--- src/rtl/event_indicator_if.sv ---
// Event/indicator bundle between the lock core and the board LED/buzzer pins.
// The master side raises event pulses and the slave side drives indicator levels.
interface event_indicator_if;
  logic ok_pulse;
  logic err_pulse;
  logic led_ok;
  logic led_err;
  logic buzzer;
  logic busy;

  modport master (output ok_pulse, output err_pulse,
                  input  led_ok, input led_err, input buzzer, input busy);
  modport slave  (input  ok_pulse, input err_pulse,
                  output led_ok, output led_err, output buzzer, output busy);
endinterface

--- src/rtl/event_indicator.sv ---
// Stretches single-cycle accept/reject events into timed LED and buzzer levels.
// Accept gives one long beep; reject gives a beep train with the error LED held.
module event_indicator #(
  parameter int ON_CYCLES  = 8,
  parameter int OFF_CYCLES = 4,
  parameter int ERR_BEEPS  = 3,
  parameter int CW         = 8
) (
  input  logic              clk,
  input  logic              rst,
  event_indicator_if.slave  io
);
  typedef enum logic [1:0] {IDLE, OK_ON, ERR_ON, ERR_OFF} state_t;

  localparam logic [CW-1:0] ON_LD   = CW'(ON_CYCLES - 1);
  localparam logic [CW-1:0] OFF_LD  = CW'(OFF_CYCLES - 1);
  localparam logic [CW-1:0] NB_LAST = CW'(ERR_BEEPS - 1);

  state_t        state, state_nx;
  logic [CW-1:0] cnt, cnt_nx;
  logic [CW-1:0] nb, nb_nx;

  always_ff @(posedge clk or posedge rst) begin
    if (rst) begin
      state <= IDLE;
      cnt   <= '0;
      nb    <= '0;
    end else begin
      state <= state_nx;
      cnt   <= cnt_nx;
      nb    <= nb_nx;
    end
  end

  always_comb begin
    state_nx = state;
    cnt_nx   = (cnt == '0) ? '0 : cnt - 1'b1;
    nb_nx    = nb;
    case (state)
      IDLE: begin
        // err wins when both events land in the same cycle
        if (io.err_pulse) begin
          state_nx = ERR_ON;
          cnt_nx   = ON_LD;
          nb_nx    = '0;
        end else if (io.ok_pulse) begin
          state_nx = OK_ON;
          cnt_nx   = ON_LD;
        end
      end
      OK_ON: begin
        if (io.err_pulse) begin
          state_nx = ERR_ON;
          cnt_nx   = ON_LD;
          nb_nx    = '0;
        end else if (cnt == '0) begin
          state_nx = IDLE;
        end
      end
      ERR_ON: begin
        if (cnt == '0) begin
          if (nb == NB_LAST) begin
            state_nx = IDLE;
          end else begin
            state_nx = ERR_OFF;
            cnt_nx   = OFF_LD;
            nb_nx    = nb + 1'b1;
          end
        end
      end
      ERR_OFF: begin
        if (cnt == '0) begin
          state_nx = ERR_ON;
          cnt_nx   = ON_LD;
        end
      end
      default: begin
        state_nx = IDLE;
        cnt_nx   = '0;
        nb_nx    = '0;
      end
    endcase
  end

  // Moore decode: outputs depend on the registered state only
  always_comb begin
    io.led_ok  = 1'b0;
    io.led_err = 1'b0;
    io.buzzer  = 1'b0;
    io.busy    = 1'b0;
    case (state)
      OK_ON: begin
        io.led_ok = 1'b1;
        io.buzzer = 1'b1;
        io.busy   = 1'b1;
      end
      ERR_ON: begin
        io.led_err = 1'b1;
        io.buzzer  = 1'b1;
        io.busy    = 1'b1;
      end
      ERR_OFF: begin
        io.led_err = 1'b1;
        io.busy    = 1'b1;
      end
      default: ;
    endcase
  end
endmodule

--- src/flat_wrapper.sv ---
// flat-port wrapper written by rule: the top's interface ports become plain ports
module event_indicator_flat 
#(
  parameter int ON_CYCLES  = 8,
  parameter int OFF_CYCLES = 4,
  parameter int ERR_BEEPS  = 3,
  parameter int CW         = 8
)
  (clk, rst, io_ok_pulse, io_err_pulse, io_led_ok, io_led_err, io_buzzer, io_busy);
  event_indicator_if io_i ();
  input  logic clk;
  input  logic rst;
  input wire logic [$bits(io_i.ok_pulse)-1:0] io_ok_pulse;
  input wire logic [$bits(io_i.err_pulse)-1:0] io_err_pulse;
  output wire logic [$bits(io_i.led_ok)-1:0] io_led_ok;
  output wire logic [$bits(io_i.led_err)-1:0] io_led_err;
  output wire logic [$bits(io_i.buzzer)-1:0] io_buzzer;
  output wire logic [$bits(io_i.busy)-1:0] io_busy;
  assign io_i.ok_pulse = io_ok_pulse;
  assign io_i.err_pulse = io_err_pulse;
  assign io_led_ok = io_i.led_ok;
  assign io_led_err = io_i.led_err;
  assign io_buzzer = io_i.buzzer;
  assign io_busy = io_i.busy;
  event_indicator #(.ON_CYCLES(ON_CYCLES), .OFF_CYCLES(OFF_CYCLES), .ERR_BEEPS(ERR_BEEPS), .CW(CW)) u_core (.clk(clk), .rst(rst), .io(io_i));
endmodule
--- config.mk ---
export PLATFORM = sky130hd
export DESIGN_NAME = event_indicator_flat
export DESIGN_NICKNAME = d
export VERILOG_FILES = /design/src/rtl/event_indicator_if.sv /design/src/rtl/event_indicator.sv /design/src/flat_wrapper.sv
export SDC_FILE = /design/constraint.sdc
export NUM_CORES = 1
export LEC_CHECK = 0
export CAP_MARGIN = 20
export CORE_MARGIN = 4
export CORE_UTILIZATION = 62
export DETAILED_ROUTE_END_ITERATION = 12
export GPL_TIMING_DRIVEN = 0
export PLACE_DENSITY_LB_ADDON = 0.3
export RECOVER_POWER = 50
export SLEW_MARGIN = 20
export SYNTH_ARGS = -nofsm -noshare
export SYNTH_HDL_FRONTEND = slang
export SYNTH_SLANG_ARGS = --single-unit
--- constraint.sdc ---
create_clock -name clk -period 3.1 [get_ports clk]
set_input_delay 0.62 -clock clk [delete_from_list [all_inputs] [get_ports clk]]
set_output_delay 0.62 -clock clk [all_outputs]
set_load 0.01 [all_outputs]
# --- Word level (Yosys, flattened, before mapping) ---
# Cells that the tools add are included.
totals:
  register_bits: 18
  n_memories: 0
  rom_bits: 0
  latch_bits: 0
  ramBits: 0
  inputBits: 4
  elab_cells: 48
  output_inout_bits: 4
classes:
  addsub: 2
  n_mul: 0
  n_shift: 0
  n_bitwise: 0
  n_eq_ne: 10
  muxes: 24
  order_cmp: 0
  div: 0
  reduce_logical: 9
ops:
  columns: ["cell", "count"]
  rows:
  - ["8-bit 2-to-1 mux", 10]
  - ["8-bit case mux with 4 select lines", 1]
  - ["8-bit case mux with 2 select lines", 1]
  - ["2-bit 2-to-1 mux", 7]
  - ["8-bit by 1-bit adder with 8-bit output (second input constant)", 1]
  - ["8-bit by 2-bit == test with 1-bit output (second input constant)", 1]
  - ["8-bit zero test", 1]
  - ["2-bit case mux with 4 select lines", 1]
  - ["4-bit AND reduction", 2]
  - ["8-bit by 1-bit subtractor with 8-bit output (second input constant)", 1]
  - ["2-bit by 1-bit inequality test with 1-bit output (second input constant)", 3]
  - ["2-bit OR reduction", 3]
  - ["2-bit == test (second input constant)", 2]
  - ["1-bit 2-to-1 mux", 4]
  - ["3-bit by 2-bit inequality test with 1-bit output (second input constant)", 1]
  - ["3-bit inequality test (second input constant)", 1]
  - ["3-bit OR reduction", 1]
  - ["2-bit by 1-bit == test with 1-bit output (second input constant)", 1]
  - ["2-bit zero test", 1]
  - ["2-bit inequality test (second input constant)", 1]
  - ["2-bit nonzero test", 1]

# --- Depth between registers and ports, before layout ---
# Gate-level depths: netlist of the first run.
logic_depth:
  ltp_word: 5
  ltp_mapped: 7

# --- Worst setup path after synthesis of the first run ---
# No wires, ideal clock.
synth_path:
  path_kind: "reg2reg"
  from: "register u_core.cnt[0]"
  to: "register u_core.nb[2]"
  t_required_ns: 2.974
  n_path_buf: 1
  arrival_time_ns: 1.685
  synth_period_minus_slack_ns: 1.811
  path_stages_with_launch: 8
  path_slack_ns: 1.289
  cell_sequence: "dfrtp_1 -> inv_1 -> ha_1 -> nor3b_1 -> and2_2 -> buf_2 -> a311oi_1 -> a221o_1"
synth_between:
  elab_chain_cells: 3
synth_lines:
  columns: ["element", "line", "source"]
  rows:
  - ["from (decl)", "event_indicator.sv:20", "logic [CW-1:0] cnt, cnt_nx;"]
  - ["from (signal assigned)", "event_indicator.sv:30", "cnt <= cnt_nx;"]
  - ["8-bit zero test", "event_indicator.sv:61", "if (cnt == '0) begin"]
  - ["2-bit by 1-bit inequality test with 1-bit output (no line)", null, null]
  - ["4-bit AND reduction (no line)", null, null]
  - ["to (signal assigned)", "event_indicator.sv:31", "nb <= nb_nx;"]
  - ["to (decl)", "event_indicator.sv:21", "logic [CW-1:0] nb, nb_nx;"]
# No other way between the ends.
# A chain may end at the register's enable or synchronous reset.

# --- Worst setup path in the final report of the first run ---
layout_path:
  from: "register u_core.state[0]"
  to: "output port io_led_err"
layout_between:
  elab_chain_cells: 3
  elab_cells_between_ends: 4
  classes_between: "2 x eq/ne; 1 x mux; 1 x reduce/logical"
layout_lines:
  columns: ["element", "line", "source"]
  rows:
  - ["from (decl)", "event_indicator.sv:19", "state_t state, state_nx;"]
  - ["from (signal assigned)", "event_indicator.sv:29", "state <= state_nx;"]
  - ["2-bit == test", "event_indicator.sv:91", "case (state)"]
  - ["2-bit OR reduction (no line) (*)", null, null]
  - ["1-bit 2-to-1 mux (*)", "event_indicator.sv:91", null]
  - ["to (decl)", "flat_wrapper.sv:16", "output wire logic [$bits(io_i.led_err)-1:0] io_led_err;"]
# Every way passes the cells marked *; elsewhere a longest branch is shown, timed or not.

==> results of run 1 <==
## registers in the layout, indices dropped and copies added, names as in the netlist
name          count
u_core.cnt        8
u_core.state      2
u_core.nb         8
## cell families (layout without fill, tap and decap cells)
family | count (synthesis) | count (layout) | share of synthesized area (%)
flip-flops | 18 | 18 | 36.0
AND/OR/NAND/NOR | 57 | 57 | 26.4
multiplexers | 3 | 3 | 2.40
XOR/XNOR | 5 | 5 | 3.50
AO/OA/AOI/OAI | 32 | 32 | 17.3
adder cells (fa/ha/maj) | 9 | 9 | 9.01
buffers and inverters | 16 | 27 | 5.31
## worst max-delay path, cell delays in order (launching register included)
cell	delay [ps]
dfrtp_1	420
inv_1	140
ha_1	280
nor2_1	100
inv_1	80
clkdlybuf4s50_1	530
## placed cells by master (no fill, tap or decap), types with 2 or more instances in the layout
master / instances
a21oi_1: 5
and3_1: 2
clkbuf_1: 2
clkbuf_4: 3
clkdlybuf4s50_1: 6
dfrtp_1: 18
ha_1: 9
inv_1: 12
mux2i_1: 3
nand2_1: 9
nand2b_1: 4
nand3_1: 6
nand4_1: 4
nor2_1: 12
nor3_1: 5
nor3b_1: 2
nor4_1: 2
o211ai_1: 6
o21ai_0: 8
o31ai_1: 2
xnor2_1: 2
xor2_1: 3
## through the flow
| stage | setup WS, ps | hold slack [ps] |
|---|---|---|
| final | 635 | 569 |
| after global routing | 527 | 609 |
| after CTS | 642 | 572 |
| after detailed placement | 728 | 551 |
| after global placement | 844 | 542 |
| after floorplan | 1290 | 501 |
## area by class of cell
cell class | instances | area [um^2] | area share (%)
Timing Repair Buffer | 7 | 70.1 | 5.05
Buffer | 4 | 20.0 | 1.44
Multi-Input combinational cell | 106 | 733 | 52.9
Sequential cell | 18 | 450 | 32.5
Clock buffer | 4 | 36.3 | 2.62
Tap cell | 25 | 31.3 | 2.26
Inverter | 12 | 45.0 | 3.25
## layer usage
metal	global-route usage (%)	wire, um
met5	0	0
met4	8.09	32
met3	3.10	95
met2	34.3	1220
met1	27.5	1230
## worst max path at each step
stage | to | startpoint | depth (start not counted)
after global placement | u_core.cnt[3] | io_err_pulse | 4
after detailed placement | u_core.cnt[3] | io_err_pulse | 4
final | io_led_err | u_core.state[0] | 5
after CTS | io_led_err | u_core.state[0] | 5
after floorplan | u_core.nb[2] | u_core.cnt[0] | 7
after global routing | io_led_err | u_core.state[0] | 5
## where the power goes
part | internal, W | switching (W)
sequential | 0.000235 | 0
clock | 0.0000716 | 0.0000744
combinational | 0.00000378 | 0.00000607
total | 0.000310 | 0.0000805
==> summary.md, run 1 <==
| Metric | Value |
|---|---|
| Status | finished, final reports clean |
| P per Cell Area | 282 nW/um^2 |
| Final core utilization | 76.2% |
| DR iter-0 viols | 37 |
| Leakage | roughly 0.6 nW |
| Max VDD drop | roughly 260 uV |
| Chip Width | between 50 and 60 um |
| Placed Cells | around 170 |
| Slew @ Worst Pin | between 600 and 700 ps |
| Post-synth top area cell | dfrtp_1 |
| Synth Net Count | 153 |
| Setup tns final | 0 ps |
| Post_cts resized | 0 |
| Setup crit end kind | output port |
| # Max-Cap Violations | 0 |
| CP Max Fanout | 6 |
| DR WL/cell | around 15 um |
| Design area | ~1400 um^2 |
| Clk pin slew, worst setup/hold paths | 110 ps |
| Vias/cell | around 6 |
| Hold Path End | u_core.nb[7] |
| Sink Count | 18 |
| Root Driver | clkbuf_4 |
| Placed cell area | between 1000 and 1500 um^2 |
| Post-CTS Setup Bufs | 0 |
| 1st-pass router iterations | 4 |
| IO buf count | 7 |
| Worst Clk Skew | ~6.4 ps |
| Initial Util | approximately two thirds |
| Final min period | between 2000 and 2500 ps |
| Avg Cell Area, Syn | 8.93 um^2 |
| Fin. max-slew vios | 0 |
| Syn Inst Count | 140 |
| Clock tree buffer depth | 2 |
| Critical path data arrival time | 1840 ps |
| Library cells used by synthesis | 44 |
| Fin crit share | between 70% and 80% |
| Vias | around 1100 |
| Relative slew margins | between 50% and 60% |
| Row cnt | 15 |
| Worst R2R End | u_core.nb[2] |
| H-Tree Depth | 1 |
| Seq/Total Area, Yosys | about 36% |
| Skew-Pair Late Insertion Delay | approximately 300 ps |
| Tot Pwr | just under 0.0004 W |
| Async S/R FF share, synth | between 90% and 100% |
| Synth top cells by count | dfrtp_1, inv_1, nor2_1 |
| Worst R2R Start | u_core.cnt[0] |
| Top post-synthesis cells by area | dfrtp_1, ha_1, inv_1 |
| Most used DFF post-synth | dfrtp_1 |
| Number of antenna diodes | 0 |
| Critical path type | reg2out |
| Num CTS Buffers | 3 |
| Startpoint types | flop |
| Finished Layout Cells | 176 |
| Final Setup Violations | 0 |
| Post-route ant nets | 0 |
| EDFF count, synth | 0 |
| Placeable Area | between 1500 and 2000 um^2 |
| DP HPWL | ~2000 um |
| Unrepaired setup endpoints after global routing | false |
| Residual DRC | 0 |
| Reg-to-reg slack, setup | 970 ps |
| Area growth syn-to-layout | 10.9% |
| CP Data Required Time | around 2500 ps |
| Hold buffers post-CTS | 0 |
| Synth Warn # | 0 |
| Antenna violations before repair | 0 |
| Num ports | 8 |
| Fin. Hold Viols | 0 |
| Number of global-route vias before repair | around 1000 |
| First-pass GRT wire length | 4350 um |
| Final nets | ~170 |
| Layout cells sized above 1 | 8.61% |
| CTS tree | done |
| Total wire length | between 2000 and 3000 um |
| Yosys top cell area share | approximately 36% |
| Die area | about 2800 um^2 |
| Synthesized flop and latch total | 18 |
| Fmax | ~400 MHz |
| Fillers | between 100 and 150 |
| Gr usage total | roughly a fifth |
| Min-Delay Path Class | reg2reg |
| Synthesized area | between 1000 and 1500 um^2 |
| Largest net degree at the start of global routing | 19 |
| Most frequent cell after synthesis | dfrtp_1 |
| Placer Congestion | ~0.98 |
| R2r worst-path depth | 7 |
| GRT Residual Overflow | 0 |
| Hold Path Origin | u_core.nb[7] |
| Die Ht | 52.9 um |
| Hold depth | 2 |
(Power assumes the default switching activity.)
==> inputs of run 2 (changes only) <==
Settings changed: CORE_UTILIZATION 62 to 52.
Clock period 3.1 ns to 2.17 ns, I/O delays scaled along.
==> summary.md, run 2 (same netlist as run 1, synthesis figures left out) <==
| Metric | Value |
|---|---|
| Residual DRC | 0 |
| Hold Path Origin | u_core.cnt[0] |
| Post-CTS Setup Bufs | 0 |
| Status | finished, final reports clean |
| Fin. Hold Viols | 0 |
| Clock power share | 32.9% |
| Num CTS Buffers | 3 |
| CTS tree | done |
| H-Tree Depth | 1 |
| Worst R2R End | u_core.nb[2] |
| Switching pwr | 0.000115 W |
| Largest net degree at the start of global routing | 19 |
| Sw Ratio | between 20% and 30% |
| Reg-to-reg slack, setup | between 150 and 200 ps |
| Gate power share | between 2 and 3% |
| R2r worst-path depth | 7 |
| Vias | about 1100 |
| GRT Residual Overflow | 0 |
| Fmax | 476 MHz |
| Worst Clk Skew | ~4.7 ps |
| Unrepaired setup endpoints after global routing | true |
| DP HPWL | 1940 um |
| Max VDD drop | ~270 uV |
| Clk pin slew, worst setup/hold paths | around 100 ps |
| Design area | about 1400 um^2 |
| Total wire length | 2650 um |
| Final Setup Violations | 0 |
| Most frequent cells in the layout | dfrtp_1, nor2_1, inv_1 |
| Initial Util | a little under three fifths |
| Root Driver | clkbuf_4 |
| Final min period | ~2100 ps |
| Startpoint types | flop |
| Fin crit share | between 90% and 100% |
| Clock tree buffer depth | 2 |
| # Max-Cap Violations | 0 |
| Most common cell after layout, fill and taps aside | dfrtp_1 |
| Layout cells sized above 1 | between 10% and 20% |
| Fin. max-slew vios | 0 |
| Relative slew margins | between 50% and 60% |
| Placed Cells | 175 |
| Sequential share of power | about 64% |
| Number of antenna diodes | 0 |
| DR iter-0 viols | 29 |
| First-pass GRT wire length | roughly 4800 um |
| P per Cell Area | 363 nW/um^2 |
| Setup ws final | 69.0 ps |
| Hold slack | 570 ps |
| Placeable Area | 2250 um^2 |
| Final nets | around 170 |
| Hold Path End | u_core.cnt[0] |
| Finished Layout Cells | 178 |
| Skew-Pair Late Insertion Delay | 300 ps |
| Die area | approximately 3300 um^2 |
| Die Ht | between 50 and 60 um |
| Sink Count | 18 |
| Leakage | 0.603 nW |
| 1st-pass router iterations | 4 |
| Row cnt | 17 |
| Hold depth | 1 |
| Vias/cell | between 5 and 6 |
| Final core utilization | between 60 and 70% |
| Slew @ Worst Pin | between 600 and 700 ps |
| Power Internal | around 0.0004 W |
| Placed cell area | about 1400 um^2 |
| Area growth syn-to-layout | 14.7% |
| Critical path type | reg2out |
| Number of global-route vias before repair | between 1000 and 1500 |
| Antenna violations before repair | 0 |
| CP Max Fanout | 8 |
| Biggest registers after layout | u_core.cnt (8), u_core.nb (8), u_core.state (2) |
| Worst R2R Start | u_core.nb[0] |
| Num ports | 8 |
| DR WL/cell | ~15 um |
| Chip Width | approximately 57 um |
| Critical path data arrival time | between 1500 and 2000 ps |
| Min-Delay Path Class | reg2reg |
| Gr usage total | a little under a fifth |
| CP Data Required Time | about 1700 ps |
| IO buf count | 7 |
| Dpl ws | between 15 and 20 ps |
| Placer Congestion | around 0.85 |
| Post-route ant nets | 0 |
| Setup crit end kind | output port |
## run 2: changes by cell type in the layout (fill, tap and decap cells not counted), moves of 2 or more
cell and change:
ha_1 -3, ha_2 +2, inv_1 -2, inv_2 +2, nor3b_1 -2, nor3b_2 +2
## run 2: power groups by stage
| stage | logic (W) | registers, W | clock network, W |
|---|---|---|---|
| detailed placement | 0.0000147 | 0.000342 | 0 |
| finish | 0.0000142 | 0.000335 | 0.000171 |
| global route | 0.0000161 | 0.000335 | 0.000191 |
| floorplan | 0.00000600 | 0.000342 | 0 |
| CTS | 0.0000148 | 0.000335 | 0.000174 |
| global placement | 0.0000144 | 0.000342 | 0 |
## run 2: timing repair
action / CTS / global route
gates cloned: 0 / 0
setup endpoints to repair: 2 / 16
hold buffers: 0 / 0
gates resized for setup: 5 / 10
pin swaps: 0 / 1
## run 2: worst max-delay path, stage by stage (launching register included)
cell	delay, ps
dfrtp_2	450
inv_2	90
ha_2	260
clkdlybuf4s50_1	560
## run 2: per-stage QoR
stage | power (W) | setup TNS [ps]
after floorplan | 0.000348 | 0
after global placement | 0.000356 | 0
after detailed placement | 0.000356 | 0
after CTS | 0.000524 | 0
after global routing | 0.000543 | -28.8
final | 0.000520 | 0
## run 2: routing by layer
metal	up-vias	GRT usage [%]	wire, um
met2	28	31.2	1330
met5	-	0	0
met1	510	23.8	1190
met3	2	4.98	108
li1	524	-	-
met4	0	3.97	14
## run 2: how the worst max path moves through the flow
stage	startpoint	slack (ps)	end	depth (start not counted)
after global placement	io_err_pulse	80	u_core.cnt[3]	4
final	u_core.state[1]	70	io_led_ok	3
after detailed placement	io_err_pulse	20	u_core.cnt[3]	4
after CTS	u_core.state[1]	20	io_led_ok	3
after global routing	u_core.state[1]	-20	io_led_ok	3
after floorplan	u_core.cnt[0]	360	u_core.nb[2]	7
## run 2: cell type report
type                    count  area [um^2]
fillers                   206          821
multi-input cells         106          786
flip-flops and latches     18          452
repair buffers              7         72.6
inverters                  12         45.0
well taps                  28         35.0
clock buffers               3         22.5
plain buffers               4         21.3
==> inputs of run 3 (changes only) <==
Settings changed: SKIP_LAST_GASP set to 1.
==> summary.md, run 3 (same netlist as run 1, synthesis figures left out) <==
| Metric | Value |
|---|---|
| 1st-pass router iterations | 4 |
| Fin crit share | a little over nine tenths |
| Dpl ws | 18.4 ps |
| Number of global-route vias before repair | a little over 1000 |
| # Max-Cap Violations | 0 |
| Fmax | around 470 MHz |
| First-pass GRT wire length | 4840 um |
| Num CTS Buffers | 3 |
| Status | finished, final reports clean |
| Vias/cell | around 6 |
| Skew-Pair Late Insertion Delay | 290 ps |
| Num ports | 8 |
| Most common cell after layout, fill and taps aside | dfrtp_1 |
| Fin. max-slew vios | 0 |
| DR WL/cell | 14.9 um |
| GRT Residual Overflow | 0 |
| Clock tree buffer depth | 2 |
| Area growth syn-to-layout | 14.2% |
| Critical path data arrival time | 1680 ps |
| CP cell instances | inv_1 -> ha_2 -> clkdlybuf4s50_1 |
| Slew @ Worst Pin | approximately 700 ps |
| Min-Delay Path Class | reg2reg |
| P per Cell Area | between 300 and 400 nW/um^2 |
| Die Ht | around 57 um |
| DR iter-0 viols | 34 |
| Layout cells sized above 1 | roughly 15% |
| Area of the multi-input gates | ~770 um^2 |
| Most frequent cells in the layout | dfrtp_1, inv_1, nor2_1 |
| Max VDD drop | approximately 260 uV |
| Initial Util | ~55% |
| H-Tree Depth | 1 |
| Gr usage total | 18.5% |
| Sink Count | 18 |
| Worst Clk Skew | roughly 1.2 ps |
| Placer Congestion | 0.850 |
| Fillers | around 210 |
| Residual DRC | 0 |
| Critical path type | reg2out |
| Vias | ~1100 |
| Placeable Area | roughly 2300 um^2 |
| Final nets | roughly 170 |
| Slowest cell on crit path | clkdlybuf4s50_1 |
| Row cnt | 17 |
| Total wire length | between 2000 and 3000 um |
| Root Driver | clkbuf_4 |
| Hold buffers post-CTS | 0 |
| Tot Pwr | roughly 0.0005 W |
| Startpoint types | flop |
| Clk pin slew, worst setup/hold paths | roughly 100 ps |
| Register area | 450 um^2 |
| CTS tree | done |
| DP HPWL | about 1900 um |
| Chip Width | between 50 and 60 um |
| Largest net degree at the start of global routing | 19 |
| CP Max Fanout | 8 |
| Biggest registers after layout | u_core.cnt (8), u_core.nb (8), u_core.state (2) |
| Unrepaired setup endpoints after global routing | true |
| Leakage | approximately 0.61 nW |
| Final min period | between 2000 and 2500 ps |
| Post-route ant nets | 0 |
| Relative slew margins | between 50% and 60% |
| IO buf count | 7 |
| CP Data Required Time | roughly 1700 ps |
| Setup crit end kind | output port |
| Fin. Hold Viols | 0 |
| Final Setup Violations | 0 |
| Die area | 3250 um^2 |
| Antenna violations before repair | 0 |
| Setup ws final | 57.8 ps |
| Number of antenna diodes | 0 |
| Slowest Stage Delay on Critical Path | roughly 560 ps |
[run 3: path summary, 6_finish.rpt]
check                      slack (ps)            end       startpoint  depth (start not counted)
min reg2reg                       570  u_core.cnt[0]    u_core.cnt[0]                          1
max                                60      io_led_ok  u_core.state[1]                          3
min                               570  u_core.cnt[0]    u_core.cnt[0]                          1
max in group asynchronous        1060   u_core.nb[5]              rst                          2
max reg2reg                       160   u_core.nb[2]     u_core.nb[0]                          7
min in group asynchronous         680  u_core.cnt[7]              rst                          2
[run 3: stage by stage]
stage	instance area (um^2)	setup TNS (ps)	util (%)	hold slack [ps]	cells
floorplan	1250	0	-	373	140
global placement	1360	0	60.1	528	175
detailed placement	1360	0	60.1	547	175
CTS	1390	-21.4	61.8	557	178
global route	1430	-81.2	63.3	606	179
finish	1430	0	63.3	570	179
[run 3: area by class of cell]
cell class	instances	area share, %
Inverter	12	3.16
Clock buffer	3	1.58
Buffer	4	1.49
Sequential cell	18	31.6
Tap cell	28	2.45
Timing Repair Buffer	8	5.61
Multi-Input combinational cell	106	54.2
[run 3: per-layer routing]
metal	share of wire [%]	GRT usage (%)
met1	45	23.9
met2	50	31.0
met3	4.5	4.98
met4	0.45	3.97
met5	0	0
[run 3: report_power, final]
group / switching (W) / internal [W]
Combinational: 0.00000869 / 0.00000541
Sequential: 0 / 0.000335
Clock: 0.000101 / 0.0000646
Total: 0.000110 / 0.000405
[run 3: worst max-delay path, delay by kind of cell (launching register included)]
family / cells / cell delay [ps]
flip-flops: 1 / 410
buffers and inverters: 2 / 690
adder cells (fa/ha/maj): 1 / 280
[run 3: repair_timing]
item | 4_1_cts | 5_1_grt
endpoints found under the setup margin | 2 | 16
pin swaps | 0 | 1
buffers inserted | 0 | 1
resized for setup | 3 | 7
==> patch, RTL diff (settings of run 3) <==
Make the reset (`rst`) synchronous in one clocked block.
--- a/src/rtl/event_indicator.sv
+++ b/src/rtl/event_indicator.sv
@@ -20,7 +20,7 @@
   logic [CW-1:0] cnt, cnt_nx;
   logic [CW-1:0] nb, nb_nx;
 
-  always_ff @(posedge clk or posedge rst) begin
+  always_ff @(posedge clk) begin
     if (rst) begin
       state <= IDLE;
       cnt   <= '0;
Behaviour: differs if rst is asserted again (counterexample within 4 cycles, from zero or initial values and one cycle with rst high); with rst held inactive, the same outputs for 10 cycles.
==> patch against run 3 <==
Synthesized cell count decreased by 2.9%; register-to-register slack improved by 20 ps; fmax rose by 1.2%; count of clock-buffer cells in the layout rose by 1; sequential cell count stayed put; wire length is 0.97% lower; area after synthesis decreased by 8.0%; setup slack better by 24 ps; design area is 11% lower; via count unchanged; critical path type unchanged; highest routed layer unchanged.
Power is left out: it rests on default switching activity, and per cell area and clock period it moved more than threefold.
==> patch: results <==
[outcome]
status = "finished clean"

[yosys]
seq_area_frac_synth = 0.313
synth.distinct_cells = 42
netlist_top_cells_count = "18 x dfxtp_1, 13 x a21oi_1, 11 x nor2_1"
synthesis.nets = 149
synth.area.top_cells = "dfxtp_1 31%, ha_1 9.8%, a21oi_1 5.7%"
synthArstFlopShare = 0

[placed_design]
hpwl_um = 2000
place.port_buffers = 6
place.gp.congestion = 0.953
dpl_worst_slack_ps = 74.5
place_area_sq_um = 1240

[detailed_routing]
drt-total-wl_um = 2650
dr.pass1.iters = 5
dr.first_iter.drc_count = 18
num_vias = 1074

[cells_and_area]
layout-drive-gt1-share = 0.0890
nets = 160
reg_top3 = "u_core.cnt x8, u_core.nb x8, u_core.state x2"
fillers = 178

[sta]
setup_viol = 0
tightest_slew_ps = 563
skew_ps = 3.44

[global_routing]
grt_usage = 0.205
grt_max_degree = 11
grt_pass1_wl_um = 4430

[cts]
htree_num_levels = 1
insertion_delay_ps = 310

[critical_path]
path_max_fanout = 4
worstSetupStartpoint = "u_core.state[0]$_SDFFE_PP0P_"
max_stage_delay_ps = 380
critical-path-top-delay-family = "flip-flops"
critical_path.slowest_cell = "dfxtp_2"
cp_data_arrival_time_ps = 1650

[hold_path]
hp-start = "u_core.nb[7]$_SDFFE_PP0P_"
hp-class = "reg2reg"
whs_path_depth = 2
## patch: cell types whose count changed after synthesis, moves of 3 or more
cell | before | now
a21oi_1 | 5 | 13
or3_1 | 1 | 8
dfxtp_1 | 0 | 18
o211ai_1 | 6 | 1
dfrtp_1 | 18 | 0
mux2i_1 | 3 | 0
nand2_1 | 9 | 5
nand3_1 | 6 | 2
inv_1 | 12 | 9
nor2b_1 | 0 | 3
## patch: worst reg2reg max path: cells and delay by family (launching register included)
family,cells,cell delay (ps)
buffers and inverters,2,300
adders and majority gates,1,250
AOI/OAI and AO/OA,3,680
DFF,1,380
and+or+nand+nor,1,260
## patch: stage by stage
step           utilization  instances
3_3_place_gp         0.615        169
5_1_grt              0.628        173
3_5_place_dp         0.615        169
6_report             0.628        173
2_1_floorplan            -        136
4_1_cts              0.633        173
## patch: worst paths after layout
| check | to | slack, ps |
|---|---|---|
| min reg2reg | u_core.nb[7]$_SDFFE_PP0P_ | 500 |
| min | u_core.nb[7]$_SDFFE_PP0P_ | 500 |
| max reg2reg | u_core.cnt[0]$_SDFF_PP0_ | 180 |
| max | io_led_err | 80 |
## patch: timing repair
item / 4_1_cts / 5_1_grt
resized for setup: 2 / 2
endpoints found under the hold margin: 0 / 0
setup endpoints to repair: 1 / 3
buffers inserted: 0 / 0
## patch: layout make-up
| class | count | area (sq um) | area share |
|---|---|---|---|
| Inverter | 9 | 33.8 | 0.0266 |
| Clock buffer | 4 | 36.3 | 0.0286 |
| Buffer | 3 | 18.8 | 0.0148 |
| Multi-Input combinational cell | 106 | 726 | 0.571 |
| Tap cell | 27 | 33.8 | 0.0266 |
| Timing Repair Buffer | 6 | 58.8 | 0.0463 |
| Sequential cell | 18 | 363 | 0.286 |
## patch: per-layer routing
layer  wire [um]  part of all wire  global-route usage
met1        1080              0.41               0.215
met2        1340              0.51               0.370
met3         126             0.048              0.0643
met4         100             0.038              0.0931
met5           0                 0                   0
## patch: cells by family after synthesis
family          after synthesis  synth area share
xor+xnor                      5            0.0381
flops                        18             0.313
buf+inv                      12            0.0457
fa+ha+maj                     9            0.0979
compound gates               39             0.227
simple gates                 53             0.277
